File: src/rtl/mmio_arbiter.sv
// Two-master round-robin arbiter for the MMIO peripheral port, with one-cycle read-return routing.
// Optional bus lock for atomic read-modify-write is enabled by defining MMIO_ARB_LOCK_EN.
//
// Lock FSM (MMIO_ARB_LOCK_EN only):
//   state     | meaning
//   UNLOCKED  | normal round-robin between m0 and m1
//   LOCKED_M0 | only m0 may be granted; rr_ptr frozen
//   LOCKED_M1 | only m1 may be granted; rr_ptr frozen
module mmio_arbiter #(
    parameter int ADDR_WIDTH = 14,
    parameter int DATA_WIDTH = 32
) (
    input  logic                      clock,
    input  logic                      reset_n,

    input  logic                      m0_req,
    input  logic [ADDR_WIDTH-1:0]     m0_addr,
    input  logic [DATA_WIDTH/8-1:0]   m0_byteena,
    input  logic [DATA_WIDTH-1:0]     m0_wdata,
    input  logic                      m0_wren,
    output logic                      m0_gnt,
    output logic                      m0_rvalid,
    output logic [DATA_WIDTH-1:0]     m0_rdata,

    input  logic                      m1_req,
    input  logic [ADDR_WIDTH-1:0]     m1_addr,
    input  logic [DATA_WIDTH/8-1:0]   m1_byteena,
    input  logic [DATA_WIDTH-1:0]     m1_wdata,
    input  logic                      m1_wren,
    output logic                      m1_gnt,
    output logic                      m1_rvalid,
    output logic [DATA_WIDTH-1:0]     m1_rdata,

`ifdef MMIO_ARB_LOCK_EN
    input  logic                      m0_lock,
    input  logic                      m1_lock,
`endif

    output logic [ADDR_WIDTH-1:0]     slave_address,
    output logic [DATA_WIDTH/8-1:0]   slave_byteena,
    output logic [DATA_WIDTH-1:0]     slave_data,
    output logic                      slave_wren,
    output logic                      slave_clken,
    input  logic [DATA_WIDTH-1:0]     slave_q
);

    localparam int BE_WIDTH = DATA_WIDTH / 8;

    logic rr_ptr;
    logic resp_valid;
    logic resp_owner;
    logic resp_read;

    logic allow_m0;
    logic allow_m1;
    logic locked;
    logic req_m0;
    logic req_m1;
    logic gnt_m0;
    logic gnt_m1;
    logic gnt_any;

`ifdef MMIO_ARB_LOCK_EN
    typedef enum logic [1:0] {
        UNLOCKED  = 2'd0,
        LOCKED_M0 = 2'd1,
        LOCKED_M1 = 2'd2
    } lock_state_t;

    lock_state_t lock_state;
    lock_state_t lock_next;

    always_ff @(posedge clock) begin
        if (!reset_n) begin
            lock_state <= UNLOCKED;
        end else begin
            lock_state <= lock_next;
        end
    end

    always_comb begin
        lock_next = lock_state;
        case (lock_state)
            UNLOCKED: begin
                if (gnt_m0 && m0_lock) begin
                    lock_next = LOCKED_M0;
                end else if (gnt_m1 && m1_lock) begin
                    lock_next = LOCKED_M1;
                end
            end
            LOCKED_M0: begin
                if (!m0_lock) begin
                    lock_next = UNLOCKED;
                end
            end
            LOCKED_M1: begin
                if (!m1_lock) begin
                    lock_next = UNLOCKED;
                end
            end
            default: lock_next = UNLOCKED;
        endcase
    end

    assign allow_m0 = (lock_state != LOCKED_M1);
    assign allow_m1 = (lock_state != LOCKED_M0);
    assign locked   = (lock_state != UNLOCKED);
`else
    assign allow_m0 = 1'b1;
    assign allow_m1 = 1'b1;
    assign locked   = 1'b0;
`endif

    // Grants are suppressed during reset so the slave never sees clken while reset_n is low.
    always_comb begin
        req_m0 = m0_req & allow_m0 & reset_n;
        req_m1 = m1_req & allow_m1 & reset_n;
        gnt_m0 = req_m0 & (~req_m1 | ~rr_ptr);
        gnt_m1 = req_m1 & (~req_m0 |  rr_ptr);
        gnt_any = gnt_m0 | gnt_m1;
    end

    assign m0_gnt = gnt_m0;
    assign m1_gnt = gnt_m1;

    always_comb begin
        slave_address = '0;
        slave_byteena = '0;
        slave_data    = '0;
        slave_wren    = 1'b0;
        if (gnt_m0) begin
            slave_address = m0_addr;
            slave_byteena = m0_byteena;
            slave_data    = m0_wdata;
            slave_wren    = m0_wren;
        end else if (gnt_m1) begin
            slave_address = m1_addr;
            slave_byteena = m1_byteena;
            slave_data    = m1_wdata;
            slave_wren    = m1_wren;
        end
    end

    assign slave_clken = gnt_any;

    // rr_ptr names the master preferred on the next contended cycle.
    always_ff @(posedge clock) begin
        if (!reset_n) begin
            rr_ptr <= 1'b0;
        end else if (gnt_any && !locked) begin
            rr_ptr <= gnt_m0;
        end
    end

    always_ff @(posedge clock) begin
        if (!reset_n) begin
            resp_valid <= 1'b0;
            resp_owner <= 1'b0;
            resp_read  <= 1'b0;
        end else begin
            resp_valid <= gnt_any;
            if (gnt_any) begin
                resp_owner <= gnt_m1;
                resp_read  <= ~slave_wren;
            end
        end
    end

    assign m0_rvalid = resp_valid & resp_read & ~resp_owner;
    assign m1_rvalid = resp_valid & resp_read &  resp_owner;
    assign m0_rdata  = slave_q;
    assign m1_rdata  = slave_q;

    logic unused_be;
    assign unused_be = (BE_WIDTH == 0);

endmodule
File: config.mk
export PLATFORM = sky130hd
export DESIGN_NAME = mmio_arbiter
export DESIGN_NICKNAME = d
export VERILOG_FILES = /design/src/rtl/mmio_arbiter.sv
export SDC_FILE = /design/constraint.sdc
export NUM_CORES = 1
export LEC_CHECK = 0
export ABC_AREA = 1
export CAP_MARGIN = 15
export CELL_PAD_IN_SITES_DETAIL_PLACEMENT = 2
export CELL_PAD_IN_SITES_GLOBAL_PLACEMENT = 2
export CORE_ASPECT_RATIO = 2
export CORE_MARGIN = 3
export CORE_UTILIZATION = 10
export DETAILED_ROUTE_END_ITERATION = 10
export PLACE_DENSITY = 0.95
export SKIP_LAST_GASP = 1
export SYNTH_ARGS = -nofsm -noshare
export SYNTH_HDL_FRONTEND = slang
export SYNTH_SLANG_ARGS = --single-unit
File: constraint.sdc
create_clock -name clock -period 1.65 [get_ports clock]
set_input_delay 0.165 -clock clock [delete_from_list [all_inputs] [get_ports clock]]
set_output_delay 0.165 -clock clock [all_outputs]
set_load 0.01 [all_outputs]
======== After elaboration in Yosys (flattened, before gate mapping) ========
Index checks and enable logic that the tools add are counted.
cells by class
  equality and inequality tests ........... 0
  order comparisons ....................... 0
  shift operators ......................... 0
  divide/modulo/power cells ............... 0
  reductions and logical operators ........ 0
  bitwise operators ....................... 15
  multipliers ............................. 0
  add/sub/neg operators ................... 0
  multiplexer cells ....................... 8
operator list
  kind               count
  2-to-1 mux 32 bit  2
  2-to-1 mux 14 bit  2
  2-to-1 mux 4 bit   2
  bitwise AND 1 bit  7
  inverter 1 bit     5
  OR 1 bit           3
  2-to-1 mux 1 bit   2
word-level totals
  bits in writable memories ............... 0
  logic and storage cells ................. 27
  output and inout bits ................... 120
  bits in registers ....................... 4
  memories ................................ 0
  ROM bits ................................ 0
  bits in latches ......................... 0

======== Logic depth before layout (Yosys ltp) ========
Gate-level depths: netlist of run 1.
  word-level depth ........................ 7
  gate-level depth with buffers ........... 7
  mapped depth without buffers ............ 6

======== Worst setup path after synthesis of run 1 ========
OpenSTA, ideal clock, no wires.
  kind .................................... reg-to-output
  from .................................... register rr_ptr
  to ...................................... output slave_address[10]
  data arrival time ....................... 0.951 ns
  stages on the path, launching flop included .. 8
  path buffers ............................ 1
  setup slack ............................. 0.534 ns
  cell sequence ........................... dfxtp_1 -> inv_1 -> nand2_1 -> nand2_1 -> inv_2 -> buf_4 -> nand2_1 -> nand2_1
between the ends
  longest elaborated chain between the ends .. 4
  elaborated cells on any way between the ends .. 7
  those cells by class .................... mux: 2; bitwise: 5
RTL lines
  element                 RTL line  text
  start, declared         49        logic rr_ptr;
  start signal, assigned  151       rr_ptr <= gnt_m0;
  OR 1 bit                119       gnt_m1 = req_m1 & (~req_m0 | rr_ptr);
  bitwise AND 1 bit       119
  named net m1_gnt        30        output logic m1_gnt,
  2-to-1 mux 14 bit       136       end else if (gnt_m1) begin
  2-to-1 mux 14 bit       131       if (gnt_m0) begin
  end, declared           39        output logic [ADDR_WIDTH-1:0] slave_address,
The timed path passes the listed nets, and every way through them passes these cells.

======== Worst setup path after layout of run 1 ========
  from .................................... register rr_ptr
  to ...................................... output slave_data[10]
between the ends
  longest elaborated chain between the ends .. 4
  elaborated cells on any way between the ends .. 7
  those cells by class .................... mux: 2; bitwise: 5
RTL lines
  element                                                        RTL line  text
  OR 1 bit / inverter 1 bit (equally long branches)              119, 118
  bitwise AND 1 bit / OR 1 bit (equally long branches)           119, 118
  2-to-1 mux 32 bit / bitwise AND 1 bit (equally long branches)  136, 118
  2-to-1 mux 32 bit *                                            131
  end, declared                                                  41        output logic [DATA_WIDTH-1:0] slave_data,
Every way passes the cells marked *; elsewhere a longest branch is shown, timed or not.

==> impl_metrics.xml, run 1 <==
<?xml version="1.0" encoding="UTF-8"?>
<metrics>
  <group name="worst_setup_path">
    <metric name="cp_num_buf_inv" unit="">5</metric>
    <metric name="critical_path.max_fanout" unit="">7</metric>
    <metric name="largest_stage_delay_on_the_critical_path" unit="ns">0.36</metric>
    <metric name="critical_path.top_delay_family" unit="">buffers and inverters</metric>
    <metric name="crit_chain" unit="">inv_2 &gt; nand2_2 &gt; nand2_4 &gt; inv_8 &gt; buf_12 &gt; buf_12 &gt; nand2_1 &gt; nand2_1 &gt; clkdlybuf4s15_2</metric>
    <metric name="critical_path_depth" unit="">9</metric>
    <metric name="critical_path_arrival" unit="ns">1.47</metric>
    <metric name="path_class" unit="">flop to primary output</metric>
    <metric name="worst_path_max_delay_cell" unit="">dfxtp_2</metric>
    <metric name="cp-end-kind" unit="">primary output</metric>
    <metric name="rr_worst_depth" unit="">8</metric>
    <metric name="timing.critical_path.from_type" unit="">flop</metric>
    <metric name="worst_ep_required_time" unit="ns">1.48</metric>
  </group>
  <group name="timing">
    <metric name="setup-violations-final" unit="">0</metric>
    <metric name="fin_setup_tns" unit="ns">0</metric>
    <metric name="fin_worst_skew" unit="ns">0.00314</metric>
    <metric name="achievable-frequency" unit="MHz">611</metric>
    <metric name="hold_viol_final" unit="">0</metric>
    <metric name="timing.max_slew.rel_slack" unit="%">88.9</metric>
    <metric name="post-route-period-util" unit="%">99.3</metric>
    <metric name="final-max-slew-violation-count" unit="">0</metric>
    <metric name="transition_time_of_the_tightest_slew_check_pin" unit="ns">0.166</metric>
    <metric name="timing.final.crit_period" unit="ns">1.64</metric>
    <metric name="rsz0062_at_grt" unit="">true</metric>
  </group>
  <group name="pwr">
    <metric name="power_density" unit="nW/µm²">413</metric>
    <metric name="post-layout-total-power" unit="mW">1.23</metric>
    <metric name="ir_worst_vdd" unit="mV">0.183</metric>
    <metric name="power_leakage" unit="nW">1.47</metric>
  </group>
  <group name="logic_synthesis">
    <metric name="synth_cell_type_count" unit="">13</metric>
    <metric name="synth.yosys.seq_area_share" unit="%">5.98</metric>
    <metric name="syn-num-nets" unit="">391</metric>
    <metric name="synthesis.area_per_instance" unit="µm²">5.30</metric>
    <metric name="netlist_area" unit="µm²">1340</metric>
    <metric name="ys.warnings.count" unit="">0</metric>
    <metric name="post_synthesis_cells" unit="">253</metric>
    <metric name="synth-seq-cells" unit="">4</metric>
  </group>
  <group name="grt">
    <metric name="grt.overflow.total" unit="">0</metric>
    <metric name="vias_in_the_first_global_route" unit="">2375</metric>
    <metric name="global_route.usage.met2" unit="%">23.8</metric>
    <metric name="global_route_wire_length_before_repair" unit="µm">12500</metric>
    <metric name="use_met3" unit="%">1.31</metric>
    <metric name="top_usage_layer" unit="">met2</metric>
    <metric name="global_route.usage.total" unit="%">11.1</metric>
    <metric name="grt_start_max_net_pins" unit="">14</metric>
    <metric name="grt_antenna_before_repair" unit="">1</metric>
    <metric name="grt_util_met1" unit="%">7.79</metric>
  </group>
  <group name="clock_tree">
    <metric name="clock_latency" unit="ns">0.23</metric>
    <metric name="ctsRootBufferMaster" unit="">clkbuf_16</metric>
    <metric name="clock_tree.htree_level_count" unit="">1</metric>
    <metric name="cts_made_buffers" unit="">3</metric>
    <metric name="number_of_buffers_inserted_by_hold_repair_at_cts" unit="">0</metric>
    <metric name="clk_pin_slew_worst_paths" unit="ns">0.03</metric>
    <metric name="clkSinkCount" unit="">4</metric>
    <metric name="ctsLongestPathBuffers" unit="">2</metric>
    <metric name="cts_tree" unit="">yes</metric>
  </group>
  <group name="placement">
    <metric name="buffer_ports.inserted" unit="">161</metric>
    <metric name="hpwlAfterDp" unit="µm">6630</metric>
    <metric name="gp_routability_congestion" unit="">0.675</metric>
    <metric name="numPlacedInstances" unit="">505</metric>
  </group>
  <group name="run">
    <metric name="max_cap_violations" unit="">0</metric>
  </group>
  <group name="route">
    <metric name="dr_pass1_iterations" unit="">4</metric>
    <metric name="route.final.wire_length" unit="µm">8810</metric>
    <metric name="wl_per_cell" unit="µm">16.8</metric>
    <metric name="vias" unit="">1991</metric>
    <metric name="avgViaCountPerCell" unit="">3.80</metric>
    <metric name="detail_route.drc_violations" unit="">0</metric>
    <metric name="drtAntennaViolNets" unit="">0</metric>
    <metric name="drtIter0Drc" unit="">20</metric>
  </group>
  <group name="run_status">
    <metric name="outcome" unit="">completed</metric>
  </group>
  <group name="layout">
    <metric name="count_of_inserted_antenna_diode_cells" unit="">0</metric>
    <metric name="layout-drive-gt1-share" unit="%">24.7</metric>
    <metric name="finalNetCount" unit="">512</metric>
    <metric name="fin_util" unit="%">22.7</metric>
    <metric name="final_common_cell" unit="">nand2_1</metric>
    <metric name="most_frequent_cells_in_the_layout" unit="">nand2_1 (157), clkdlybuf4s50_1 (105), buf_2 (29), clkdlybuf4s15_2 (21), buf_4 (15)</metric>
    <metric name="area_growth" unit="%">121</metric>
    <metric name="stdcell_count" unit="">524</metric>
  </group>
  <group name="floorplanning">
    <metric name="row_count" unit="">59</metric>
    <metric name="floorplan.core_area" unit="µm²">13100</metric>
    <metric name="design.die.area" unit="µm²">14900</metric>
    <metric name="initial_utilization" unit="%">10.3</metric>
    <metric name="die_span_x" unit="µm">87.9</metric>
    <metric name="num_io_pins" unit="">258</metric>
    <metric name="die-height" unit="µm">170</metric>
  </group>
  <group name="min_path">
    <metric name="holdPathStages" unit="">0</metric>
    <metric name="min_path_type" unit="">input pin to primary output</metric>
  </group>
</metrics>
-- cell usage after synthesis --
| cell | number | area [µm²] |
|---|---|---|
| o211a_1 | 1 | 10.0 |
| nand2_1 | 160 | 601 |
| a21oi_4 | 1 | 16.3 |
| nand3_1 | 2 | 10.0 |
| buf_4 | 69 | 518 |
| nand3b_1 | 1 | 7.51 |
| inv_2 | 1 | 3.75 |
| dfxtp_1 | 4 | 80.1 |
| inv_1 | 4 | 15.0 |
| buf_6 | 5 | 56.3 |
| nor2_1 | 3 | 11.3 |
| o21ai_0 | 1 | 5.00 |
| nand2_2 | 1 | 6.26 |
-- worst reg2reg max path, stage by stage (launching register included) --
cell     delay [ns]
dfxtp_2        0.33
inv_2          0.06
nand2_2        0.06
buf_4          0.14
buf_4          0.12
nand3_1        0.07
nand2_1        0.08
buf_4          0.13
nor2_1         0.08
-- stage by stage --
step	instance area (µm²)	hold slack (ns)	setup slack, ns
floorplan	1340	0.291	0.534
global placement	2720	0.330	-0.489
detailed placement	2720	0.330	-0.608
CTS	3040	0.330	-0.0643
global route	2970	0.330	-0.0584
finish	2970	0.330	0.0123
-- logic make-up (layout without fill, tap and decap cells) --
logic type / Yosys count / in the layout / share of synthesized area, %
compound gates: 3 / 3 / 2.33
buf+inv: 79 / 198 / 44.3
simple gates: 167 / 167 / 47.4
flops: 4 / 4 / 5.98
-- per-layer routing --
layer / wire length, µm / part of all wire, %
met4: 686 / 7.8
met2: 5070 / 58
met3: 723 / 8.2
met5: 9 / 0.10
met1: 2320 / 26
-- power by group --
| part | switching, mW | internal (mW) |
|---|---|---|
| sequential | 0.00621 | 0.106 |
| combinational | 0.276 | 0.450 |
| clock | 0.0785 | 0.311 |
| total | 0.361 | 0.867 |
-- sequential cells by signal, summed over array words and instances (netlist names) --
signal / flops
rr_ptr: 1
resp_valid: 1
resp_read: 1
resp_owner: 1
-- final timing paths --
check / startpoint / to / slack [ns]
hold / removal: slave_q[31] / m0_rdata[31] / 0.33
hold reg to reg: resp_owner / resp_owner / 0.53
setup reg to reg: rr_ptr / resp_read / 0.50
setup / recovery: rr_ptr / slave_data[10] / 0.01
-- what timing repair did --
item	CTS	global route
buffers inserted	9	2
cloned	5	1
resized for setup	182	22
pin swaps	0	2
endpoints found under the setup margin	54	48
hold endpoints to repair	0	0
-- cell type report --
| class | instances | area [µm²] |
|---|---|---|
| fill | 1552 | 10100 |
| timing repair buffer | 190 | 1920 |
| multi-input combinational | 170 | 679 |
| tap | 152 | 190 |
| sequential | 4 | 81.3 |
| clock buffer | 3 | 75.1 |
| inverter | 5 | 26.3 |
(Power assumes the default switching activity.)
==> inputs of run 2 (changes only) <==
--- a/config.mk
+++ b/config.mk
@@ -9,11 +9,11 @@
 export CAP_MARGIN = 15
 export CELL_PAD_IN_SITES_DETAIL_PLACEMENT = 2
 export CELL_PAD_IN_SITES_GLOBAL_PLACEMENT = 2
-export CORE_ASPECT_RATIO = 2
+export CORE_ASPECT_RATIO = 0.5
 export CORE_MARGIN = 3
 export CORE_UTILIZATION = 10
 export DETAILED_ROUTE_END_ITERATION = 10
-export PLACE_DENSITY = 0.95
+export PLACE_DENSITY_LB_ADDON = 0.1
 export SKIP_LAST_GASP = 1
 export SYNTH_ARGS = -nofsm -noshare
 export SYNTH_HDL_FRONTEND = slang
==> run 2 against run 1 <==
- design area fell by 8.2%
- highest routed layer is now met4
- critical endpoint is now slave_data[23]
- total power shrank 7.5%
- routed wire length fell by 5.7%
- largest power group unchanged
- critical path depth unchanged
- non-clock buffer count down 7
==> impl_metrics.xml, run 2 (synthesis results as in run 1) <==
<?xml version="1.0" encoding="UTF-8"?>
<metrics>
  <group name="timing">
    <metric name="hold_viol_final" unit="">0</metric>
    <metric name="final-max-slew-violation-count" unit="">0</metric>
    <metric name="rsz0062_at_grt" unit="">true</metric>
    <metric name="post-route-period-util" unit="%">98.1</metric>
    <metric name="fin_worst_skew" unit="ns">0.000701</metric>
    <metric name="postLayoutSetupSlackWorst" unit="ns">0.0317</metric>
    <metric name="setup-violations-final" unit="">0</metric>
    <metric name="timing.final.crit_period" unit="ns">1.62</metric>
    <metric name="transition_time_of_the_tightest_slew_check_pin" unit="ns">0.178</metric>
    <metric name="timing.max_slew.rel_slack" unit="%">88.1</metric>
    <metric name="achievable-frequency" unit="MHz">618</metric>
  </group>
  <group name="pwr">
    <metric name="post-layout-total-power" unit="mW">1.14</metric>
    <metric name="switching_power" unit="µW">330</metric>
    <metric name="power_report.internal_total" unit="µW">805</metric>
    <metric name="ir_worst_vdd" unit="mV">0.232</metric>
    <metric name="sw_frac_of_total" unit="%">29.1</metric>
    <metric name="power_leakage" unit="nW">1.40</metric>
    <metric name="clock_power_share" unit="%">33.4</metric>
    <metric name="p_comb_share" unit="%">56.7</metric>
    <metric name="sequential_power_share" unit="%">9.9</metric>
    <metric name="power_density" unit="nW/µm²">417</metric>
  </group>
  <group name="clock_tree">
    <metric name="number_of_buffers_inserted_by_hold_repair_at_cts" unit="">0</metric>
    <metric name="clock_tree.htree_level_count" unit="">1</metric>
    <metric name="clk_pin_slew_worst_paths" unit="ns">0.03</metric>
    <metric name="ctsLongestPathBuffers" unit="">2</metric>
    <metric name="cts_made_buffers" unit="">3</metric>
    <metric name="ctsRootBufferMaster" unit="">clkbuf_16</metric>
    <metric name="clkSinkCount" unit="">4</metric>
    <metric name="cts_tree" unit="">yes</metric>
    <metric name="clock_latency" unit="ns">0.22</metric>
  </group>
  <group name="min_path">
    <metric name="holdPathStages" unit="">0</metric>
    <metric name="min_path_type" unit="">input pin to primary output</metric>
  </group>
  <group name="route">
    <metric name="dr_pass1_iterations" unit="">4</metric>
    <metric name="vias" unit="">1913</metric>
    <metric name="drtAntennaViolNets" unit="">0</metric>
    <metric name="route.final.wire_length" unit="µm">8310</metric>
    <metric name="detail_route.drc_violations" unit="">0</metric>
    <metric name="avgViaCountPerCell" unit="">3.58</metric>
    <metric name="wl_per_cell" unit="µm">15.5</metric>
    <metric name="drtIter0Drc" unit="">18</metric>
  </group>
  <group name="floorplanning">
    <metric name="die_span_x" unit="µm">170</metric>
    <metric name="floorplan.core_area" unit="µm²">12900</metric>
    <metric name="design.die.area" unit="µm²">14900</metric>
    <metric name="num_io_pins" unit="">258</metric>
    <metric name="initial_utilization" unit="%">10.4</metric>
    <metric name="row_count" unit="">29</metric>
    <metric name="die-height" unit="µm">87.9</metric>
  </group>
  <group name="grt">
    <metric name="grt.overflow.total" unit="">0</metric>
    <metric name="vias_in_the_first_global_route" unit="">2127</metric>
    <metric name="grt_antenna_before_repair" unit="">0</metric>
    <metric name="global_route_wire_length_before_repair" unit="µm">12100</metric>
    <metric name="global_route.usage.total" unit="%">10.4</metric>
    <metric name="grt_start_max_net_pins" unit="">22</metric>
  </group>
  <group name="worst_setup_path">
    <metric name="worst_ep_required_time" unit="ns">1.48</metric>
    <metric name="rr_worst_depth" unit="">7</metric>
    <metric name="critical_path_arrival" unit="ns">1.45</metric>
    <metric name="critical_path.max_fanout" unit="">12</metric>
    <metric name="timing.critical_path.from_type" unit="">flop</metric>
    <metric name="path_class" unit="">flop to primary output</metric>
    <metric name="cp-end-kind" unit="">primary output</metric>
  </group>
  <group name="layout">
    <metric name="layout-drive-gt1-share" unit="%">21.9</metric>
    <metric name="most_frequent_cells_in_the_layout" unit="">nand2_1 (158), clkdlybuf4s50_1 (105), clkbuf_2 (24), buf_2 (20), buf_4 (12)</metric>
    <metric name="area_growth" unit="%">103</metric>
    <metric name="final_common_cell" unit="">nand2_1</metric>
    <metric name="count_of_inserted_antenna_diode_cells" unit="">0</metric>
    <metric name="finalNetCount" unit="">505</metric>
  </group>
  <group name="placement">
    <metric name="gp_routability_congestion" unit="">0.719</metric>
    <metric name="buffer_ports.inserted" unit="">161</metric>
    <metric name="hpwlAfterDp" unit="µm">6930</metric>
    <metric name="pre_cts_ws" unit="ns">-0.525</metric>
  </group>
  <group name="run_status">
    <metric name="outcome" unit="">completed</metric>
  </group>
  <group name="run">
    <metric name="max_cap_violations" unit="">0</metric>
  </group>
</metrics>
==> run 2: cell types whose count changed in the layout (fill, tap and decap cells not counted), sizes merged <==
cell and change:
dlygate4sd2 +2, clkbuf +24, clkdlybuf4s15 -16, buf -17
==> run 2: worst max-delay path: stages (launching register included) <==
cell,delay [ns]
dfxtp_4,0.36
inv_2,0.04
nand2_2,0.07
nand2_2,0.07
inv_4,0.07
buf_8,0.13
buf_12,0.14
nand2_1,0.06
nand2_1,0.05
clkdlybuf4s15_2,0.23
==> run 2: final timing paths <==
kind                    start              to  slack, ns
setup / recovery       rr_ptr  slave_data[23]       0.03
hold / removal    slave_q[25]    m0_rdata[25]       0.33
setup reg to reg       rr_ptr       resp_read       0.65
hold reg to reg    resp_owner      resp_owner       0.51
==> run 2: cell type report <==
cell class,instances,area (µm²)
timing repair buffer,183,1660
multi-input combinational,170,672
inverter,5,21.3
tap,170,213
sequential,4,83.8
fill,1559,10200
clock buffer,3,75.1
==> run 2: per-layer routing <==
| layer | share of wire (%) | up-vias | GRT usage (%) | wire length, µm |
|---|---|---|---|---|
| li1 | - | 917 | - | - |
| met1 | 34 | 888 | 10.1 | 2810 |
| met2 | 56 | 91 | 21.9 | 4690 |
| met3 | 8.5 | 17 | 2.84 | 704 |
| met4 | 1.3 | 0 | 2.45 | 106 |
| met5 | 0 | - | 0 | 0 |
==> run 2: metrics by stage <==
step	setup TNS [ns]	cells	hold slack [ns]	utilization, %	cell area [µm²]
after floorplan	0	253	0.291	-	1340
after global placement	-23.42	524	0.330	21.3	2750
after detailed placement	-25.19	524	0.330	21.3	2750
after CTS	-0.0281	535	0.330	22.2	2860
after global routing	-0.305	535	0.330	21.1	2720
final	0	535	0.330	21.1	2720
==> run 2: power by group through the flow <==
stage               logic (mW)  registers [mW]  clock network, mW
floorplan                0.349           0.111                  0
global placement         0.685           0.113                  0
detailed placement       0.694           0.114                  0
CTS                      0.680           0.113              0.386
global route             0.705           0.114              0.389
finish                   0.644           0.112              0.379
==> run 2: timing repair <==
action	in CTS	in global routing
endpoints found under the setup margin	54	47
gates resized for setup	145	40
buffers inserted	6	0
gates cloned	2	1
pin swaps	1	0
==> inputs of run 3 (changes only) <==
--- a/config.mk
+++ b/config.mk
@@ -7,7 +7,7 @@
 export LEC_CHECK = 0
 export ABC_AREA = 1
 export CAP_MARGIN = 15
-export CELL_PAD_IN_SITES_DETAIL_PLACEMENT = 2
+export CELL_PAD_IN_SITES_DETAIL_PLACEMENT = 0
 export CELL_PAD_IN_SITES_GLOBAL_PLACEMENT = 2
 export CORE_ASPECT_RATIO = 0.5
 export CORE_MARGIN = 3
==> run 3 against run 2 <==
- sequential power about the same
- via count decreased by 6.6%
- critical path type unchanged
- worst hold slack unchanged
- routed wire length decreased by 16%
- highest routed layer unchanged
==> impl_metrics.xml, run 3 (synthesis results as in run 1) <==
<?xml version="1.0" encoding="UTF-8"?>
<metrics>
  <group name="placement">
    <metric name="placedInstanceArea" unit="µm²">2750</metric>
    <metric name="hpwlAfterDp" unit="µm">5790</metric>
    <metric name="buffer_ports.inserted" unit="">161</metric>
    <metric name="pre_cts_ws" unit="ns">-0.487</metric>
    <metric name="gp_routability_congestion" unit="">0.719</metric>
    <metric name="numPlacedInstances" unit="">524</metric>
  </group>
  <group name="worst_setup_path">
    <metric name="rr_worst_depth" unit="">7</metric>
    <metric name="critical_path_arrival" unit="ns">1.46</metric>
    <metric name="r2r-end" unit="">resp_read</metric>
    <metric name="critical_path.reg2reg.startpoint" unit="">rr_ptr</metric>
    <metric name="path_class" unit="">flop to primary output</metric>
    <metric name="critical_path.max_fanout" unit="">12</metric>
    <metric name="cp-startpoint" unit="">rr_ptr</metric>
    <metric name="cp-end-kind" unit="">primary output</metric>
    <metric name="timing.critical_path.from_type" unit="">flop</metric>
    <metric name="r2r_setup_slack" unit="ns">0.67</metric>
    <metric name="worst_ep_required_time" unit="ns">1.48</metric>
  </group>
  <group name="timing">
    <metric name="timing.max_slew.rel_slack" unit="%">88.7</metric>
    <metric name="postLayoutSetupSlackWorst" unit="ns">0.0237</metric>
    <metric name="post-route-period-util" unit="%">98.6</metric>
    <metric name="finalHoldWorstSlack" unit="ns">0.330</metric>
    <metric name="fin_setup_tns" unit="ns">0</metric>
    <metric name="hold_viol_final" unit="">0</metric>
    <metric name="fin_worst_skew" unit="ns">0.00107</metric>
    <metric name="rsz0062_at_grt" unit="">true</metric>
    <metric name="achievable-frequency" unit="MHz">615</metric>
    <metric name="timing.final.crit_period" unit="ns">1.63</metric>
    <metric name="transition_time_of_the_tightest_slew_check_pin" unit="ns">0.169</metric>
    <metric name="final-max-slew-violation-count" unit="">0</metric>
    <metric name="setup-violations-final" unit="">0</metric>
  </group>
  <group name="route">
    <metric name="drtAntennaViolNets" unit="">0</metric>
    <metric name="vias" unit="">1787</metric>
    <metric name="drtIter0Drc" unit="">36</metric>
    <metric name="detail_route.drc_violations" unit="">0</metric>
    <metric name="avgViaCountPerCell" unit="">3.31</metric>
    <metric name="dr_pass1_iterations" unit="">4</metric>
    <metric name="route.final.wire_length" unit="µm">6970</metric>
    <metric name="wl_per_cell" unit="µm">12.9</metric>
  </group>
  <group name="pwr">
    <metric name="p_comb_share" unit="%">56.6</metric>
    <metric name="post-layout-total-power" unit="mW">1.13</metric>
    <metric name="switching_power" unit="µW">317</metric>
    <metric name="power_leakage" unit="nW">1.42</metric>
    <metric name="clock_power_share" unit="%">33.4</metric>
    <metric name="power_report.internal_total" unit="µW">810</metric>
    <metric name="power_density" unit="nW/µm²">410</metric>
    <metric name="sw_frac_of_total" unit="%">28.1</metric>
    <metric name="sequential_power_share" unit="%">9.9</metric>
    <metric name="ir_worst_vdd" unit="mV">0.275</metric>
  </group>
  <group name="layout">
    <metric name="most_frequent_cells_in_the_layout" unit="">nand2_1 (155), clkdlybuf4s50_1 (105), clkbuf_2 (35), buf_4 (18), buf_2 (10)</metric>
    <metric name="finalNetCount" unit="">510</metric>
    <metric name="stdcell_count" unit="">540</metric>
    <metric name="fin_util" unit="%">21.4</metric>
    <metric name="area_growth" unit="%">105</metric>
    <metric name="num-fill-cells" unit="">1470</metric>
    <metric name="layout-drive-gt1-share" unit="%">23.8</metric>
    <metric name="count_of_inserted_antenna_diode_cells" unit="">0</metric>
    <metric name="final_cell_area" unit="µm²">2750</metric>
    <metric name="final_common_cell" unit="">nand2_1</metric>
  </group>
  <group name="clock_tree">
    <metric name="cts_tree" unit="">yes</metric>
    <metric name="number_of_buffers_inserted_by_hold_repair_at_cts" unit="">0</metric>
    <metric name="ctsRootBufferMaster" unit="">clkbuf_16</metric>
    <metric name="clkSinkCount" unit="">4</metric>
    <metric name="clk_pin_slew_worst_paths" unit="ns">0.03</metric>
    <metric name="clock_latency" unit="ns">0.22</metric>
    <metric name="cts_made_buffers" unit="">3</metric>
    <metric name="clock_tree.htree_level_count" unit="">1</metric>
    <metric name="ctsLongestPathBuffers" unit="">2</metric>
  </group>
  <group name="floorplanning">
    <metric name="die-height" unit="µm">87.9</metric>
    <metric name="die_span_x" unit="µm">170</metric>
    <metric name="design.die.area" unit="µm²">14900</metric>
    <metric name="initial_utilization" unit="%">10.4</metric>
    <metric name="num_io_pins" unit="">258</metric>
    <metric name="floorplan.core_area" unit="µm²">12900</metric>
    <metric name="row_count" unit="">29</metric>
  </group>
  <group name="min_path">
    <metric name="hp-start" unit="">slave_q[0]</metric>
    <metric name="holdPathStages" unit="">0</metric>
    <metric name="worstHoldEndpoint" unit="">m0_rdata[0]</metric>
    <metric name="min_path_type" unit="">input pin to primary output</metric>
  </group>
  <group name="grt">
    <metric name="global_route.usage.total" unit="%">8.68</metric>
    <metric name="grt_start_max_net_pins" unit="">22</metric>
    <metric name="grt_antenna_before_repair" unit="">0</metric>
    <metric name="vias_in_the_first_global_route" unit="">1827</metric>
    <metric name="global_route_wire_length_before_repair" unit="µm">10100</metric>
    <metric name="grt.overflow.total" unit="">0</metric>
  </group>
  <group name="run_status">
    <metric name="outcome" unit="">completed</metric>
  </group>
  <group name="run">
    <metric name="max_cap_violations" unit="">0</metric>
  </group>
</metrics>
run 3: cell count changes in the layout (fill, tap and decap cells not counted), sizes merged:
| cell | delta |
|---|---|
| buf | -2 |
| clkdlybuf4s15 | -3 |
| clkbuf | +10 |
run 3: power by group through the flow:
stage	sequential [mW]	clock, mW	combinational, mW
finish	0.112	0.377	0.638
global placement	0.113	0	0.685
floorplan	0.111	0	0.349
global route	0.113	0.392	0.696
detailed placement	0.113	0	0.679
CTS	0.111	0.382	0.667
run 3: area by class of cell:
| class | instances | area [µm²] | share of cell area [%] |
|---|---|---|---|
| timing repair buffer | 188 | 1680 | 61.0 |
| multi-input combinational | 170 | 679 | 24.7 |
| tap | 170 | 213 | 7.73 |
| sequential | 4 | 83.8 | 3.05 |
| clock buffer | 3 | 75.1 | 2.73 |
| inverter | 5 | 21.3 | 0.773 |
run 3: timing repair:
action	4_1_cts	5_1_grt
cloned	2	0
gates resized for setup	118	62
setup buffers	8	4
pin swaps	1	1
endpoints found under the setup margin	54	50
run 3: per-layer routing:
layer	share of wire, %	wire length [µm]	GRT usage, %
met1	32	2240	8.34
met2	58	4030	18.8
met3	9.0	630	2.25
met4	0.93	65	1.63
met5	0	0	0
run 3: worst max-delay path by stage:
stage / slack (ns) / end
floorplan: 0.53 / slave_address[10]
global placement: -0.50 / slave_data[3]
detailed placement: -0.49 / slave_data[3]
CTS: -0.02 / slave_data[3]
global route: -0.06 / slave_data[2]
finish: 0.02 / slave_address[3]
run 3: critical path, stage by stage, from the launching register on:
cell and delay, ns:
dfxtp_4 0.35, inv_2 0.05, nand2_2 0.05, nand2_2 0.10, inv_4 0.04, buf_4 0.13
buf_12 0.14, nand2_1 0.06, nand2_1 0.04, dlygate4sd2_1 0.27
